### src/rtl/fft_twiddle_cmul4.sv
// fft_twiddle_cmul4: four-lane complex multiply of butterfly outputs by ROM twiddles.
// Numbers use the 9-bit small-float format: sign[8], exp[7:3] with bias 16, mant[2:0]
// with a hidden 1. An exponent of 0 means zero.
// Three pipeline stages:
//   S1 forms the four real products.
//   S2 aligns each pair of products.
//   S3 adds each pair, normalises it and registers the result.
// A beat counter flags the last beat of each 8-beat frame.
// Optional macro FFT_CMUL_TRIVIAL_BYPASS_EN: a lane whose twiddle is exactly 1+0j passes
// its data through bit-exact, with the same 3-cycle latency.
module fft_twiddle_cmul4 #(
  parameter int NB    = 9,
  parameter int LANES = 4,
  parameter int BEATS = 8
) (
  input  logic                CLK,
  input  logic                RST,
  input  logic                START,
  input  logic                DIN_VALID,
  input  logic [NB*LANES-1:0] DIN_RE,
  input  logic [NB*LANES-1:0] DIN_IM,
  input  logic [NB*LANES-1:0] W_RE,
  input  logic [NB*LANES-1:0] W_IM,
  output logic                DOUT_VALID,
  output logic [NB*LANES-1:0] DOUT_RE,
  output logic [NB*LANES-1:0] DOUT_IM,
  output logic                FRAME_DONE
);

  localparam int CW = (BEATS > 1) ? $clog2(BEATS) : 1;

  // Aligned add operands handed from S2 to S3. A is the larger-magnitude operand.
  typedef struct packed {
    logic       sign;   // sign of A, which is also the sign of the result
    logic [4:0] exp;    // exponent of A
    logic [6:0] sig_a;  // hidden 1, mantissa, and 3 guard bits
    logic [6:0] sig_b;  // B significand shifted to A's exponent
    logic       sub;    // the operand signs differ
  } aln_t;

  // Apply the underflow and saturation rules, then pack the fields into a word.
  function automatic logic [8:0] fpack(input logic s, input logic signed [7:0] e,
                                       input logic [2:0] m);
    if (e <= 8'sd0)
      fpack = 9'h000;
    else if (e >= 8'sd31)
      fpack = {s, 5'd31, 3'd7};
    else
      fpack = {s, e[4:0], m};
  endfunction

  // Float multiply: 4x4-bit significand product, truncated to 3 mantissa bits.
  function automatic logic [8:0] fmul(input logic [8:0] a, input logic [8:0] b);
    logic [7:0]        p;
    logic signed [7:0] e;
    logic [2:0]        m;
    p = {4'b0000, 1'b1, a[2:0]} * {4'b0000, 1'b1, b[2:0]};
    e = $signed({3'b000, a[7:3]}) + $signed({3'b000, b[7:3]}) - 8'sd16;
    if (p[7]) begin
      m = p[6:4];
      e = e + 8'sd1;
    end else begin
      m = p[5:3];
    end
    if (a[7:3] == 5'd0 || b[7:3] == 5'd0)
      fmul = 9'h000;
    else
      fmul = fpack(a[8] ^ b[8], e, m);
  endfunction

  // Order the two operands by magnitude, then shift the smaller one right to the larger exponent.
  function automatic aln_t falign(input logic [8:0] x, input logic [8:0] y);
    logic [8:0] a;
    logic [8:0] b;
    logic [7:0] kx;
    logic [7:0] ky;
    logic [7:0] ka;
    logic [7:0] kb;
    logic [4:0] d;
    aln_t       r;
    kx = (x[7:3] == 5'd0) ? 8'h00 : x[7:0];
    ky = (y[7:3] == 5'd0) ? 8'h00 : y[7:0];
    if (ky > kx) begin
      a = y; b = x; ka = ky; kb = kx;
    end else begin
      a = x; b = y; ka = kx; kb = ky;
    end
    d       = ka[7:3] - kb[7:3];
    r       = '0;
    r.sign  = a[8];
    r.exp   = ka[7:3];
    r.sub   = a[8] ^ b[8];
    r.sig_a = (ka == 8'h00) ? 7'd0 : {1'b1, a[2:0], 3'b000};
    r.sig_b = (kb == 8'h00 || d > 5'd6) ? 7'd0 : ({1'b1, b[2:0], 3'b000} >> d);
    falign  = r;
  endfunction

  // Signed add, normalise left or right, and truncate. Exact cancellation gives +0.
  function automatic logic [8:0] fadd_norm(input aln_t s);
    logic [7:0]        sum;
    logic [7:0]        norm;
    logic [2:0]        lz;
    logic              found;
    logic signed [7:0] e;
    sum   = s.sub ? ({1'b0, s.sig_a} - {1'b0, s.sig_b}) : ({1'b0, s.sig_a} + {1'b0, s.sig_b});
    e     = $signed({3'b000, s.exp});
    lz    = 3'd0;
    found = 1'b0;
    for (int i = 6; i >= 0; i--) begin
      if (!found && sum[i]) begin
        found = 1'b1;
        lz    = 3'(6 - i);
      end
    end
    norm = sum << lz;
    if (sum == 8'd0)
      fadd_norm = 9'h000;
    else if (sum[7])
      fadd_norm = fpack(s.sign, e + 8'sd1, sum[6:4]);
    else
      fadd_norm = fpack(s.sign, e - $signed({5'b00000, lz}), norm[5:3]);
  endfunction

  logic          v1, v2, v3;
  logic [CW-1:0] cnt;

  // Valid shift chain and per-frame beat counter. START flushes both.
  always_ff @(posedge CLK or negedge RST) begin
    if (!RST) begin
      v1  <= 1'b0;
      v2  <= 1'b0;
      v3  <= 1'b0;
      cnt <= '0;
    end else if (START) begin
      v1  <= 1'b0;
      v2  <= 1'b0;
      v3  <= 1'b0;
      cnt <= '0;
    end else begin
      v1 <= DIN_VALID;
      v2 <= v1;
      v3 <= v2;
      if (v3)
        cnt <= (cnt == CW'(BEATS - 1)) ? '0 : cnt + 1'b1;
    end
  end

  assign DOUT_VALID = v3;
  assign FRAME_DONE = v3 && (cnt == CW'(BEATS - 1));

  generate
    for (genvar gi = 0; gi < LANES; gi++) begin : g_lane
      logic [8:0] dr, di, wr, wi;
      logic [8:0] p_rr, p_ii, p_ri, p_ir;
      aln_t       aln_re, aln_im;
      logic [8:0] re_q, im_q;

      assign dr = DIN_RE[NB*gi +: NB];
      assign di = DIN_IM[NB*gi +: NB];
      assign wr = W_RE[NB*gi +: NB];
      assign wi = W_IM[NB*gi +: NB];

      // S1: compute the four real products of this lane's complex multiply.
      always_ff @(posedge CLK or negedge RST) begin
        if (!RST) begin
          p_rr <= 9'h000;
          p_ii <= 9'h000;
          p_ri <= 9'h000;
          p_ir <= 9'h000;
        end else if (DIN_VALID && !START) begin
          p_rr <= fmul(dr, wr);
          p_ii <= fmul(di, wi);
          p_ri <= fmul(dr, wi);
          p_ir <= fmul(di, wr);
        end
      end

      // S2: align each pair. The real part subtracts di*wi, so that product's sign is flipped.
      always_ff @(posedge CLK or negedge RST) begin
        if (!RST) begin
          aln_re <= '0;
          aln_im <= '0;
        end else if (v1 && !START) begin
          aln_re <= falign(p_rr, p_ii ^ 9'h100);
          aln_im <= falign(p_ri, p_ir);
        end
      end

`ifdef FFT_CMUL_TRIVIAL_BYPASS_EN
      logic       byp1, byp2;
      logic [8:0] d1_re, d1_im, d2_re, d2_im;

      // Carry the raw data and a twiddle-is-1+0j flag alongside S1 and S2.
      always_ff @(posedge CLK or negedge RST) begin
        if (!RST) begin
          byp1  <= 1'b0;
          byp2  <= 1'b0;
          d1_re <= 9'h000;
          d1_im <= 9'h000;
          d2_re <= 9'h000;
          d2_im <= 9'h000;
        end else begin
          if (DIN_VALID && !START) begin
            byp1  <= (wr == 9'h080) && (wi == 9'h000);
            d1_re <= dr;
            d1_im <= di;
          end
          if (v1 && !START) begin
            byp2  <= byp1;
            d2_re <= d1_re;
            d2_im <= d1_im;
          end
        end
      end

      // S3: output the delayed data for a unit twiddle, otherwise the normalised sum.
      always_ff @(posedge CLK or negedge RST) begin
        if (!RST) begin
          re_q <= 9'h000;
          im_q <= 9'h000;
        end else if (v2 && !START) begin
          re_q <= byp2 ? d2_re : fadd_norm(aln_re);
          im_q <= byp2 ? d2_im : fadd_norm(aln_im);
        end
      end
`else
      // S3: add, normalise, and register the lane result. The output holds while idle.
      always_ff @(posedge CLK or negedge RST) begin
        if (!RST) begin
          re_q <= 9'h000;
          im_q <= 9'h000;
        end else if (v2 && !START) begin
          re_q <= fadd_norm(aln_re);
          im_q <= fadd_norm(aln_im);
        end
      end
`endif

      assign DOUT_RE[NB*gi +: NB] = re_q;
      assign DOUT_IM[NB*gi +: NB] = im_q;
    end
  endgenerate

endmodule
### config.mk
export PLATFORM = sky130hd
export DESIGN_NAME = fft_twiddle_cmul4
export DESIGN_NICKNAME = d
export VERILOG_FILES = /design/src/rtl/fft_twiddle_cmul4.sv
export SDC_FILE = /design/constraint.sdc
export NUM_CORES = 2
export LEC_CHECK = 0
export CAP_MARGIN = 20
export CORE_MARGIN = 1
export CORE_UTILIZATION = 42
export CTS_CLUSTER_SIZE = 25
export DETAILED_ROUTE_END_ITERATION = 8
export SLEW_MARGIN = 20
export SYNTH_ARGS = -nofsm -noshare
export SYNTH_HDL_FRONTEND = slang
export SYNTH_SLANG_ARGS = --single-unit
### constraint.sdc
create_clock -name CLK -period 6.7 [get_ports CLK]
set_clock_uncertainty 0.15 [all_clocks]
set_input_delay 0.67 -clock CLK [delete_from_list [all_inputs] [get_ports CLK]]
set_output_delay 0.67 -clock CLK [all_outputs]
set_load 0.02 [all_outputs]
==> summary.md <==
| Metric | Value |
|---|---|
| Count of flip-flops with a built-in enable after synthesis | 0 |
| Growth of design area from synthesis to finish | 11.8% |
| Number of buffers inserted during clock tree synthesis | 46 |
| Number of clock sinks seen by CTS | 366 |
| DR pass1 iterations | 6 |
| Number of DRC violations after detailed-routing iteration 0 | 1930 |
| Global placer's final weighted congestion | 0.911 |
| Post-Synthesis Cell Area | 42300 um^2 |
| Average instance area after synthesis | 8.34 um^2 |
| Starting Density | 42.3% |
| Minimum setup slack among reg-to-reg paths | 0.99 ns |
| Tightest Pin Transition | 1.13 ns |
| Signal arrival time at the worst endpoint | 6.03 ns |
| Port-buffer cells | 221 |
| Die Wd | 319 um |
| Data required time at the worst endpoint | 7.02 ns |
| End point of the critical path | g_lane[0].re_q[8]$_DFFE_PN0P_ |
| Critical path endpoint category | register |
| Share of flip-flops with an asynchronous set or reset | 100% |
| Antenna violations before repair | 1 |
| Achievable Freq | 175 MHz |
| Dominant cells by area after synthesis | sky130_fd_sc_hd__dfrtp_1 22%, sky130_fd_sc_hd__ha_1 14%, sky130_fd_sc_hd__fa_1 4.9% |
| Diode count | 0 |
| Buffers from clock root to sink, at most | 3 |
| TritonCTS clock tree | built |
| Yosys warnings | 0 |
| Drt via density | 5.64 |
| HPWL Detailed | 86.6 mm |
| GRT Resource Usage Total | 21.2% |
| Area enclosed by the die boundary | 102000 um^2 |
| Final count of pins violating max slew | 0 |
| Type of element launching the critical path | register |
| Total number of vias | 36.7k |
| Unrepaired setup endpoints after global routing | no |
| DRC errors left | 0 |
| Capture instance of the worst register-to-register path | g_lane[0].re_q[8]$_DFFE_PN0P_ |
| Share of the synthesized area in the top cell type | 21.7% |
| Clock root buffer | sky130_fd_sc_hd__clkbuf_16 |
| Worst hold-check path type | reg -> reg |
| Endpoints failing hold | 0 |
| Cell with the most instances after synthesis | sky130_fd_sc_hd__nand2_1 |
| Area leader, netlist | sky130_fd_sc_hd__dfrtp_1 |
| Number of different library cells in the post-synthesis netlist | 112 |
| Tcrit/Tclk final | 85.3% |
| Clock latency of the later-clocked register in the worst-skew pair | 0.59 ns |
| Largest net degree at the start of global routing | 108 |
| Max cap viols | 0 |
| Total grt overflow | 0 |
| Core Region | 99900 um^2 |
| Status | complete, no violations |
| Source of the critical timing path | g_lane[0].aln_re[1]$_DFFE_PN0P_ |
| Dominant register cell in the synthesized netlist | sky130_fd_sc_hd__dfrtp_1 |
| Worst R2R Path Depth | 21 |
| Die span in y | 319 um |
| Clock-pin slew reported for the worst setup and hold paths after clock tree synthesis | 0.06 ns |
| Design Area, Final | 47200 um^2 |
| Number of levels in the clock H-tree | 2 |
| Slew headroom | 23.9% |
| Post-synthesis sequential area ratio | 21.7% |
| Share of post-route cells with drive strength above 1 | 4.31% |
| Time the worst path needs with I/O delays and setup | 5.71 ns |
| Maximum fanout count along the critical path | 11 |
| Post-Synthesis Net Count | 5784 |
| Most common library cells after synthesis | 543 x sky130_fd_sc_hd__nand2_1, 466 x sky130_fd_sc_hd__ha_1, 366 x sky130_fd_sc_hd__dfrtp_1 |
| Final Net Count | 5905 |
| Average wire per cell in the routed design | 16.7 um |
| Number of placed I/O pins | 222 |
| Setup TNS after final layout | 0 ns |
| Number of setup violations in the final report | 0 |
| Worst reg2reg startpoint | g_lane[0].aln_re[1]$_DFFE_PN0P_ |
| Wire length of the first global-routing pass | 182 mm |
| Cell row count | 116 |
| Post-Synthesis Cells | 5066 |
| Number of global-route vias before repair | 35.6k |
| Classification of the worst setup path | reg -> reg |
| Placement Cell Area | 45700 um^2 |
| Total Routed Length | 109 mm |
| Number of nets with antenna violations after routing | 0 |
| Flops & latches, synth | 366 |
==> stage by stage <==
step | cells | utilization [%] | hold WS [ns] | setup slack, ns
6_report | 6517 | 47.3 | 0.328 | 0.987
5_1_grt | 6517 | 47.3 | 0.352 | 0.398
4_1_cts | 6517 | 47.3 | 0.335 | 1.03
3_5_place_dp | 6436 | 45.7 | 0.322 | 0.799
3_3_place_gp | 6436 | 45.7 | 0.317 | 0.902
2_1_floorplan | 5066 | - | 0.224 | 1.64
==> metal layers <==
| metal | vias up | global-route usage, % | part of all wire (%) |
|---|---|---|---|
| li1 | 18672 | - | - |
| met1 | 17373 | 28.4 | 47 |
| met2 | 571 | 36.6 | 48 |
| met3 | 109 | 2.11 | 3.1 |
| met4 | 0 | 4.74 | 1.9 |
| met5 | - | 0 | 0 |
==> logic make-up after synthesis <==
group,share of synthesized area (%)
buffers and inverters,4.96
muxes,4.90
and+or+nand+nor,20.4
DFF,21.7
AOI/OAI and AO/OA,22.0
xor gates and xnor gates,7.19
adders and majority gates,18.8
==> flip-flops by register name, indices dropped and copies added (netlist names) <==
signal         cells
g_lane.re_q       36
g_lane.p_rr       36
g_lane.p_ii       36
v2                 1
cnt                3
v1                 1
g_lane.aln_re     72
DOUT_VALID         1
g_lane.im_q       36
g_lane.p_ri       36
g_lane.p_ir       36
g_lane.aln_im     72
==> layout make-up <==
| cell class | count | area (um^2) |
|---|---|---|
| clock buffer | 63 | 1350 |
| sequential | 366 | 9160 |
| tap | 1298 | 1620 |
| fill | 9782 | 52600 |
| multi-input combinational | 4159 | 31000 |
| inverter | 356 | 1340 |
| timing repair buffer | 258 | 2510 |
| clock inverter | 17 | 230 |
==> how the worst min path moves through the flow <==
stage / cells after the start / endpoint / from / slack (ns)
after floorplan: 0 / DOUT_VALID$_DFF_PN0_ / RST / 0.22
after global placement: 2 / g_lane[3].re_q[2]$_DFFE_PN0P_ / g_lane[3].re_q[2]$_DFFE_PN0P_ / 0.32
after detailed placement: 2 / g_lane[0].im_q[7]$_DFFE_PN0P_ / g_lane[0].im_q[7]$_DFFE_PN0P_ / 0.32
after CTS: 2 / g_lane[0].im_q[7]$_DFFE_PN0P_ / g_lane[0].im_q[7]$_DFFE_PN0P_ / 0.34
after global routing: 2 / g_lane[2].im_q[6]$_DFFE_PN0P_ / g_lane[2].im_q[6]$_DFFE_PN0P_ / 0.35
final: 2 / g_lane[0].im_q[7]$_DFFE_PN0P_ / g_lane[0].im_q[7]$_DFFE_PN0P_ / 0.33
==> cell usage in the layout (no fill, tap or decap), drive strengths merged, types with 20 or more instances in the layout <==
| cell type | count |
|---|---|
| a2111oi | 31 |
| a211oi | 39 |
| a21o | 71 |
| a21oi | 247 |
| a22o | 99 |
| a31oi | 70 |
| a32o | 28 |
| and2 | 155 |
| and3 | 27 |
| and3b | 20 |
| buf | 37 |
| clkbuf | 63 |
| clkdlybuf4s50 | 220 |
| dfrtp | 366 |
| fa | 104 |
| ha | 466 |
| inv | 354 |
| mux2 | 23 |
| mux2i | 163 |
| nand2 | 543 |
| nand2b | 52 |
| nand3 | 120 |
| nand3b | 23 |
| nand4 | 63 |
| nor2 | 325 |
| nor2b | 92 |
| nor3 | 94 |
| nor3b | 40 |
| nor4 | 27 |
| nor4b | 23 |
| o2111ai | 27 |
| o211ai | 64 |
| o21a | 32 |
| o21ai | 322 |
| o22ai | 44 |
| o31ai | 49 |
| or3 | 25 |
| or4 | 29 |
| xnor2 | 211 |
| xor2 | 127 |
==> worst max-delay path, stage by stage (launching register included) <==
cell	delay, ns
sky130_fd_sc_hd__dfrtp_1	0.48
sky130_fd_sc_hd__clkinv_1	0.28
sky130_fd_sc_hd__ha_1	0.37
sky130_fd_sc_hd__nor3b_1	0.18
sky130_fd_sc_hd__nor2_1	0.12
sky130_fd_sc_hd__xnor2_1	0.13
sky130_fd_sc_hd__ha_1	0.33
sky130_fd_sc_hd__a21oi_1	0.20
sky130_fd_sc_hd__o21ai_0	0.14
sky130_fd_sc_hd__xnor2_1	0.60
sky130_fd_sc_hd__and3_1	0.38
sky130_fd_sc_hd__o21ai_0	0.14
sky130_fd_sc_hd__ha_1	0.35
sky130_fd_sc_hd__nor2b_1	0.15
sky130_fd_sc_hd__nor3_1	0.17
sky130_fd_sc_hd__xnor2_1	0.20
sky130_fd_sc_hd__nand4b_1	0.16
sky130_fd_sc_hd__mux2_2	0.28
sky130_fd_sc_hd__o22a_1	0.20
sky130_fd_sc_hd__nand2_1	0.17
sky130_fd_sc_hd__o21ai_0	0.13
sky130_fd_sc_hd__a32o_1	0.29
==> what timing repair did <==
action | in CTS | in global routing
endpoints found under the hold margin | 41 | 0
hold buffers | 1 | 0
gates resized for setup | 0 | 0
buffers inserted | 0 | 0
setup endpoints to repair | 0 | 0
Power is left out: the tool's default activity adds up to more than one toggle a clock period on the data nets, which glitch-free logic cannot reach.
